## src/rtl/imm_gen_stage.sv

```systemverilog
// imm_gen_stage: RV32I/RV64I immediate decode with PC-relative target, buffered in a DEPTH-entry FIFO
module imm_gen_stage #(
  parameter int XLEN = 64,
  parameter int DEPTH = 2,
  parameter bit EN_CSR = 1
) (
  input  logic            clk_i,
  input  logic            rst_n_i,
  input  logic            flush_i,
  input  logic            in_valid_i,
  output logic            in_ready_o,
  input  logic [31:0]     inst_i,
  input  logic [XLEN-1:0] pc_i,
  output logic            out_valid_o,
  input  logic            out_ready_i,
  output logic [31:0]     inst_o,
  output logic [XLEN-1:0] imme_o,
  output logic [XLEN-1:0] target_o,
  output logic [2:0]      imm_kind_o,
  output logic            illegal_o
);
  localparam int PW = DEPTH > 1 ? $clog2(DEPTH) : 1;
  localparam logic [PW-1:0] LAST = PW'(DEPTH - 1);
  localparam logic [2:0] FULL = 3'(DEPTH);
  localparam bit RV64 = XLEN == 64;
  localparam logic [2:0] K_NONE = 3'd0, K_I = 3'd1, K_S = 3'd2, K_B = 3'd3,
                         K_U = 3'd4, K_J = 3'd5, K_Z = 3'd6;
  typedef struct packed {
    logic [31:0]     inst;
    logic [XLEN-1:0] imm;
    logic [XLEN-1:0] tgt;
    logic [2:0]      kind;
    logic            ill;
  } ent_t;
  logic [6:0] opc;
  logic [2:0] f3;
  logic sh, ill, tgt_en;
  logic [2:0] kind;
  logic [63:0] imm64, imm_i, imm_s, imm_b, imm_j, imm_u;
  ent_t dec, head;
  ent_t mem [DEPTH];
  logic [PW-1:0] rd_ptr, wr_ptr;
  logic [2:0] count;
  logic push, pop;
  assign opc = inst_i[6:0];
  assign f3 = inst_i[14:12];
  assign sh = f3[1:0] == 2'b01;
  // Immediates are built at 64 bits and truncated, so XLEN=32 needs no separate extension logic
  assign imm_i = {{52{inst_i[31]}}, inst_i[31:20]};
  assign imm_s = {{52{inst_i[31]}}, inst_i[31:25], inst_i[11:7]};
  assign imm_b = {{52{inst_i[31]}}, inst_i[7], inst_i[30:25], inst_i[11:8], 1'b0};
  assign imm_j = {{44{inst_i[31]}}, inst_i[19:12], inst_i[20], inst_i[30:21], 1'b0};
  assign imm_u = {{32{inst_i[31]}}, inst_i[31:12], 12'b0};
  always_comb begin
    kind = K_NONE;
    imm64 = '0;
    ill = 1'b0;
    case (opc)
      7'h13: begin
        kind = K_I;
        imm64 = sh ? (RV64 ? {58'b0, inst_i[25:20]} : {59'b0, inst_i[24:20]}) : imm_i;
        ill = sh & ~RV64 & inst_i[25];
      end
      7'h03, 7'h67: begin
        kind = K_I;
        imm64 = imm_i;
      end
      7'h1b: begin
        kind = K_I;
        imm64 = sh ? {59'b0, inst_i[24:20]} : imm_i;
        ill = ~RV64;
      end
      7'h23: begin
        kind = K_S;
        imm64 = imm_s;
      end
      7'h63: begin
        kind = K_B;
        imm64 = imm_b;
      end
      7'h6f: begin
        kind = K_J;
        imm64 = imm_j;
      end
      7'h37, 7'h17: begin
        kind = K_U;
        imm64 = imm_u;
      end
      7'h73: begin
        kind = EN_CSR ? (f3[2] ? K_Z : K_I) : K_NONE;
        imm64 = EN_CSR ? (f3[2] ? {59'b0, inst_i[19:15]} : {52'b0, inst_i[31:20]}) : '0;
      end
      7'h33, 7'h0f: ill = 1'b0;
      7'h3b: ill = ~RV64;
      default: ill = 1'b1;
    endcase
  end
  assign tgt_en = kind == K_B || kind == K_J || opc == 7'h17;
  assign dec.inst = inst_i;
  assign dec.ill = ill;
  assign dec.kind = ill ? K_NONE : kind;
  assign dec.imm = ill ? '0 : imm64[XLEN-1:0];
  assign dec.tgt = (ill | ~tgt_en) ? '0 : pc_i + imm64[XLEN-1:0];
  assign in_ready_o = count < FULL;
  assign out_valid_o = count != 3'd0;
  assign push = in_valid_i & in_ready_o & ~flush_i;
  assign pop = out_valid_o & out_ready_i;
  always_ff @(posedge clk_i or negedge rst_n_i) begin
    if (!rst_n_i) begin
      rd_ptr <= '0;
      wr_ptr <= '0;
      count <= '0;
    end else if (flush_i) begin
      rd_ptr <= '0;
      wr_ptr <= '0;
      count <= '0;
    end else begin
      if (push) wr_ptr <= wr_ptr == LAST ? '0 : wr_ptr + 1'b1;
      if (pop) rd_ptr <= rd_ptr == LAST ? '0 : rd_ptr + 1'b1;
      count <= count + 3'(push) - 3'(pop);
    end
  end
  always_ff @(posedge clk_i) begin
    if (push) mem[wr_ptr] <= dec;
  end
  assign head = mem[rd_ptr];
  assign inst_o = out_valid_o ? head.inst : '0;
  assign imme_o = out_valid_o ? head.imm : '0;
  assign target_o = out_valid_o ? head.tgt : '0;
  assign imm_kind_o = out_valid_o ? head.kind : K_NONE;
  assign illegal_o = out_valid_o & head.ill;
endmodule

```

## config.mk

```make
export PLATFORM = sky130hd
export DESIGN_NAME = imm_gen_stage
export DESIGN_NICKNAME = d
export VERILOG_FILES = /design/src/rtl/imm_gen_stage.sv
export SDC_FILE = /design/constraint.sdc
export NUM_CORES = 1
export LEC_CHECK = 0
export CAP_MARGIN = 40
export CELL_PAD_IN_SITES_DETAIL_PLACEMENT = 0
export CELL_PAD_IN_SITES_GLOBAL_PLACEMENT = 1
export CORE_UTILIZATION = 38
export DETAILED_ROUTE_END_ITERATION = 7
export PLACE_DENSITY_LB_ADDON = 0.1
export SYNTH_ARGS = -nofsm -noshare
export SYNTH_HDL_FRONTEND = slang
export SYNTH_SLANG_ARGS = --single-unit
```

## constraint.sdc

```tcl
create_clock -name clk_i -period 6.53 [get_ports clk_i]
set_input_delay 1.306 -clock clk_i [delete_from_list [all_inputs] [get_ports clk_i]]
set_output_delay 1.306 -clock clk_i [all_outputs]
set_load 0.1 [all_outputs]
```

==> reports/metrics.yaml, run 1 <==
timing:
  fin_crit_sh_pct: 87.4
  skew_ns: 0.0133
  fmax_mhz: 175
  fin_crit_ns: 5.71
  slew_viol_final: 0
  hold_viol: 0
  tightest_slew_ns: 0.849
  maxSlewHeadroom_pct: 43.4
  setup_viol: 0
  finalSetupTns_ns: 0
  rsz0062_at_grt: "no"
drt:
  vias: 12700
  post-route-drc-count: 0
  vias_per_cell: 5.34
  wl_per_cell_um: 21.1
  dr.pass1.iters: 5
  ant_nets: 0
  drt_wl_total_um: 50200
  drt_iter0_markers: 873
clock_network:
  cts_setup_buffers: 0
  cts_resized: 0
  cts_buffer_depth: 3
  cts_tree: "built"
  hold_buffers: 0
  cts.sinks: 269
  root_buffer: "clkbuf_16"
  clkTransAtPathRegs_ns: 0.06
  insertion_delay_ns: 0.58
  numCtsBuffers: 30
  cts-htree-levels: 1
min_path:
  hold_end: "count[0]"
  hold_path.class: "flop to flop"
  min_path_cells: 2
  hold_path.startpoint: "count[0]"
floorplan:
  pin_count: 267
  coreArea_um2: 39900
  num_rows: 73
  initial_core_util_pct: 38.7
  fp.dieH_um: 204
  die_x_um: 204
  dieArea_um2: 41500
setup_path:
  cp-end-kind: "flop"
  ff2ff_path_depth: 10
  critPathRequiredTime_ns: 6.81
  r2r_setup_slack_ns: 3.81
  crit_slowest_cell: "clkdlybuf4s50_1"
  rr_startpoint: "count[2]"
  arrival_ns: 5.99
  setup.worst_path.start_class: "primary input"
  crit_chain: "clkdlybuf4s50_1, buf_4, or3_1, a21oi_1, nor2_1, nor2_1, nor2_1, o21ai_0, nand2_1, nand2_1, inv_1, fa_1, nor2b_1, o31a_1, o22a_1, a41o_1, a211o_1, a21o_1, nor4b_1, o21ai_0, nor3b_1"
  slowest_delay_ns: 0.57
  rr_endpoint: "count[2]"
  cp_max_fo: 9
  cpMostUsedCell: "nor2_1"
  crit_type: "primary input to flop"
logic_synthesis:
  syn-cell-area_um2: 15400
  ys_ff_latch: 269
  synth_edf_count: 264
  synth-async-reset-ratio_pct: 1.86
  synthFlopType: "edfxtp_1"
  yosysWarnings: 0
  seq_area_frac_synth_pct: 52.1
  synth.distinct_cells: 76
  synth.avg_cell_area_um2: 10.6
  syn_nets: 1595
  syn_inst: 1457
cells_and_area:
  final_area_um2: 22300
  stdcell_count: 2383
  syn2layout_area_growth_pct: 44.1
  layout-drive-gt1-share_pct: 14.6
  fin_nets: 1973
  diodes: 0
place:
  dp.cells: 2328
  routabilityCongestion: 0.874
  dpl_cell_area_um2: 21300
  dp_hpwl_um: 36800
  numPortBuffers: 266
job:
  cap_viol_max_count: 0
global_routing:
  grtUsageTotal_pct: 24.1
  antenna_found_initial: 0
  grt_pass1_wl_um: 76100
  grt_pass1_vias: 12800
  grt_max_degree: 134
  grt_overflow: 0
pwr:
  power_mw: 12.2
  ir_drop_mv: 0.653
  powerDensity_nw_per_um2: 547
  power_leakage_nw: 8.36
outcome:
  status: "finished, final reports clean"
## cell families after synthesis
kind of cell	share of synthesized area, %
simple gates	17.3
flops	52.1
compound gates	9.77
mux	10.1
buf+inv	4.77
xor+xnor	2.78
fa+ha+maj	3.09
## state kept, by name, indices dropped and copies added (netlist names)
signal,cells
rd_ptr,1
wr_ptr,1
mem,264
count,3
## worst max-delay path: cells and delay by family
family | cells | cell delay (ns)
fa+ha+maj | 1 | 0.40
compound gates | 8 | 1.81
buf+inv | 3 | 0.88
simple gates | 9 | 1.57
## layer usage
| layer | up-vias | track usage (%) | part of all wire [%] |
|---|---|---|---|
| li1 | 6067 | - | - |
| met5 | - | 0 | 0 |
| met4 | 0 | 7.73 | 3.3 |
| met2 | 369 | 41.8 | 50 |
| met3 | 86 | 3.04 | 4.4 |
| met1 | 6203 | 31.1 | 43 |
## report_power, final
part | internal [mW] | switching, mW | leakage [nW] | total [mW]
combinational | 2.95 | 5.50 | 5.39 | 8.45
clock | 0.885 | 0.695 | 0.426 | 1.58
sequential | 2.08 | 0.0711 | 2.53 | 2.15
total | 5.92 | 6.27 | 8.36 | 12.2
## how the worst max path moves through the flow
stage,from,endpoint,slack (ns),cells past startpoint
5_1_grt,inst_i[6],mem[0][50],0.31,21
3_3_place_gp,inst_i[6],mem[0][48],0.37,21
6_report,inst_i[6],mem[1][48],0.82,21
2_1_floorplan,count[1],mem[0][0],-1.34,5
3_5_place_dp,inst_i[6],mem[1][48],0.30,21
4_1_cts,inst_i[6],mem[1][48],0.90,21
## cell usage in the layout, fill, tap and decap left out, types with 28 or more instances in the layout
cell,netlist,final
a21o_1,36,36
mux2i_1,155,155
ha_1,35,35
buf_4,37,30
clkbuf_16,0,30
buf_8,0,141
nor3_1,46,44
nand3_1,28,28
nor2_1,232,229
clkdlybuf4s50_1,0,266
xnor2_1,29,29
o21ai_0,42,42
a21oi_1,48,47
nand2_1,116,115
inv_1,28,28
edfxtp_1,264,264
## synthesized netlist by cell type, types with 4 or more instances
cell	number	area share, %
inv_1	28	0.68
nand2_1	116	2.8
o22a_1	4	0.23
a211oi_1	9	0.44
edfxtp_1	264	51
o21ai_1	4	0.13
nor3_1	46	1.5
or2_2	6	0.24
buf_1	11	0.27
o21ai_0	42	1.4
a22oi_1	5	0.24
buf_4	37	1.8
o31ai_1	4	0.19
o211ai_1	5	0.24
clkbuf_1	63	1.5
or3_1	16	0.65
a31oi_1	10	0.41
ha_1	35	2.8
nand2b_1	11	0.45
o21bai_1	6	0.29
o21a_1	10	0.49
mux2i_1	155	10
or4_1	11	0.53
buf_2	8	0.26
nor2_1	232	5.6
and2_1	13	0.53
nor3b_1	5	0.24
a21oi_1	48	1.6
nor2b_1	17	0.69
nand4_1	19	0.77
and4_1	4	0.23
xor2_1	20	1.1
nand3_1	28	0.91
xnor2_1	29	1.6
a21o_1	36	1.7
and3_1	14	0.57
dfrtp_1	5	0.81
nor4_1	17	0.69
a21boi_0	4	0.19
## through the flow
stage	util, %	setup WS, ns	hold WS [ns]
2_1_floorplan	-	-1.34	0.574
3_3_place_gp	46.3	0.371	0.629
3_5_place_dp	53.5	0.298	0.638
4_1_cts	55.8	0.895	0.659
5_1_grt	55.8	0.315	0.704
6_report	55.8	0.821	0.646
## final cells by class
type                            count  area [um2]
Fill cell                        3381       17700
Sequential cell                   269        8060
Multi-Input combinational cell   1036        6690
Timing Repair Buffer              468        5830
Clock buffer                       38         781
Tap cell                          525         657
Clock inverter                     17         134
Inverter                           30         115
Note: power is estimated with default switching activity, not from simulation.
==> run 2, diff against run 1 <==
--- a/config.mk
+++ b/config.mk
@@ -6,7 +6,7 @@
 export NUM_CORES = 1
 export LEC_CHECK = 0
 export CAP_MARGIN = 40
-export CELL_PAD_IN_SITES_DETAIL_PLACEMENT = 0
+export CELL_PAD_IN_SITES_DETAIL_PLACEMENT = 1
 export CELL_PAD_IN_SITES_GLOBAL_PLACEMENT = 1
 export CORE_UTILIZATION = 38
 export DETAILED_ROUTE_END_ITERATION = 7
==> run 2 against run 1 <==
Sequential power barely moved. Core utilization rose by 0.24 points. Clock power rose by 9%. Cell area grew 0.42%.
==> reports/metrics.yaml, run 2 (synthesis results as in run 1) <==
floorplan:
  dieArea_um2: 41500  # unchanged
  fp.dieH_um: 204  # unchanged
  die_x_um: 204  # unchanged
  num_rows: 73  # unchanged
  pin_count: 267  # unchanged
  coreArea_um2: 39900  # unchanged
  initial_core_util_pct: 38.7  # unchanged
place:
  dpl_cell_area_um2: 21300  # unchanged
  dp_hpwl_um: 41500  # +13%
  routabilityCongestion: 0.874  # unchanged
  numPortBuffers: 266  # unchanged
clock_network:
  insertion_delay_ns: 0.58  # about the same
  root_buffer: "clkbuf_16"
  cts-htree-levels: 1  # unchanged
  cts_setup_buffers: 0  # unchanged
  hold_buffers: 0  # unchanged
  cts_tree: "built"
  numCtsBuffers: 30  # unchanged
  clkTransAtPathRegs_ns: 0.06  # about the same
  cts_resized: 0  # unchanged
  cts.sinks: 269  # unchanged
  cts_buffer_depth: 3  # unchanged
setup_path:
  critical_path_depth: 21  # unchanged
  cp-endpoint: "mem[0][48]"
  cp_top_family: "compound AO/OA/AOI/OAI gates"
  crit_type: "primary input to flop"
  cp.buffers_inverters: 3  # unchanged
  crit_start: "inst_i[6]"
  ff2ff_path_depth: 10  # unchanged
  crit_slowest_cell: "clkdlybuf4s50_1"
  slowest_delay_ns: 0.58  # about the same
  cpMostUsedCell: "nor2_1"
  cp_max_fo: 9  # unchanged
  cp-end-kind: "flop"
  r2r_setup_slack_ns: 3.79  # -0.02 ns
  rr_endpoint: "count[2]"
  arrival_ns: 6.16  # +0.17 ns
  setup.worst_path.start_class: "primary input"
  critPathRequiredTime_ns: 6.80  # about the same
  crit_chain: "clkdlybuf4s50_1, buf_4, or3_1, a21oi_1, nor2_1, nor2_1, nor2_1, o21ai_0, nand2_1, nand2_1, inv_1, fa_1, nor2b_1, o31a_1, o22a_1, a41o_1, a211o_1, a21o_1, nor4b_1, o21ai_0, nor3b_1"
  rr_startpoint: "count[2]"
drt:
  vias: 13100  # +2.9%
  dr.pass1.iters: 7  # +2
  wl_per_cell_um: 23.4  # +11%
  ant_nets: 0  # unchanged
  post-route-drc-count: 0  # unchanged
  drt_wl_total_um: 55700  # +11%
  vias_per_cell: 5.49  # +2.9%
  drt_iter0_markers: 821  # -6.0%
cells_and_area:
  regMostFlops: "mem"
  final_cell_mix: "266 x clkdlybuf4s50_1, 264 x edfxtp_1, 229 x nor2_1"
  final_area_um2: 22400  # +0.42%
  fin_nets: 1973  # unchanged
  diodes: 0  # unchanged
  seq_area_um2: 8060  # unchanged
  layout-drive-gt1-share_pct: 14.6  # unchanged
  final_util_pct: 56.0  # +0.24 points
  top_regs: "mem (264), count (3)"
  multiInputGateArea_um2: 6690  # unchanged
  syn2layout_area_growth_pct: 44.7
  final_common_cell: "clkdlybuf4s50_1"
  largest_register_ffs: 264  # unchanged
  nFillCells: 4123  # +22%
global_routing:
  grt_pass1_vias: 13800  # +8.3%
  antenna_found_initial: 0  # unchanged
  grt_overflow: 0  # unchanged
  grt_pass1_wl_um: 83700  # +10%
  grt_max_degree: 134  # unchanged
  grtUsageTotal_pct: 26.7  # +2.6 points
timing:
  slew_viol_final: 0  # unchanged
  setup_viol: 0  # unchanged
  rsz0062_at_grt: "no"
  tightest_slew_ns: 0.972  # +0.124 ns
  maxSlewHeadroom_pct: 35.2  # -8.2 points
  fin_crit_sh_pct: 90.1  # +2.7 points
  finalSetupTns_ns: 0  # unchanged
  fin_crit_ns: 5.89  # +0.176 ns
  skew_ns: 0.0249  # +0.0116 ns
  hold_viol: 0  # unchanged
  fmax_mhz: 170  # -3.0%
pwr:
  clkPwrFrac_pct: 14.0  # +1.0 points
  intPower_mw: 6.08  # +2.6%
  seqPwrFrac_pct: 17.4  # -0.3 points
  ir_drop_mv: 0.653  # +0.10%
  p_comb_share_pct: 68.6  # -0.8 points
  powerDensity_nw_per_um2: 556  # +1.5%
  power_mw: 12.4  # +2.0%
  swShare_pct: 51.1  # -0.32 points
  power_leakage_nw: 8.42  # +0.76%
  p_sw_mw: 6.35  # +1.3%
outcome:
  status: "finished, final reports clean"
job:
  cap_viol_max_count: 0  # unchanged
min_path:
  hold_path.class: "flop to flop"
-- run 2: worst register-to-register path: stages (launching register included) --
cell and delay [ns]:
dfrtp_1 0.38, nor3_2 0.25, buf_12 0.49, inv_1 0.13, and2_1 0.23, ha_1 0.28, inv_1 0.04, ha_1 0.20
fa_1 0.40, xor2_1 0.17, nor2_1 0.05
-- run 2: power groups by stage --
stage | combinational, mW | sequential (mW) | clock (mW)
floorplan | 5.13 | 2.18 | 0
global placement | 6.47 | 2.19 | 0
detailed placement | 8.58 | 2.20 | 0
CTS | 8.60 | 2.17 | 1.77
global route | 8.77 | 2.18 | 1.82
finish | 8.53 | 2.16 | 1.73
-- run 2: area by class of cell --
class	instances	area share, %
well taps	525	2.94
clock inverters	17	1.02
multi-input cells	1036	29.9
clock buffers	38	3.49
inverters	30	0.515
flip-flops and latches	269	36.0
repair buffers	468	26.1
-- run 2: worst min-delay path by stage --
stage	to	slack (ns)	cells past startpoint	from
floorplan	count[0]	0.57	2	count[0]
global placement	count[0]	0.63	2	count[0]
detailed placement	count[0]	0.63	2	count[0]
CTS	count[0]	0.65	2	count[0]
global route	mem[0][136]	0.71	1	wr_ptr
finish	count[0]	0.64	2	count[0]
-- run 2: stage by stage --
step	hold WS, ns	cells	setup slack (ns)
4_1_cts	0.648	2383	0.645
3_5_place_dp	0.626	2328	0.129
5_1_grt	0.710	2383	0.219
2_1_floorplan	0.574	1457	-1.34
3_3_place_gp	0.629	2160	0.371
6_report	0.637	2383	0.645
-- run 2: layer usage --
metal	GRT usage [%]	routed length [um]
met1	32.8	22500
met2	49.1	29300
met3	2.40	2230
met4	8.67	1620
met5	0	0
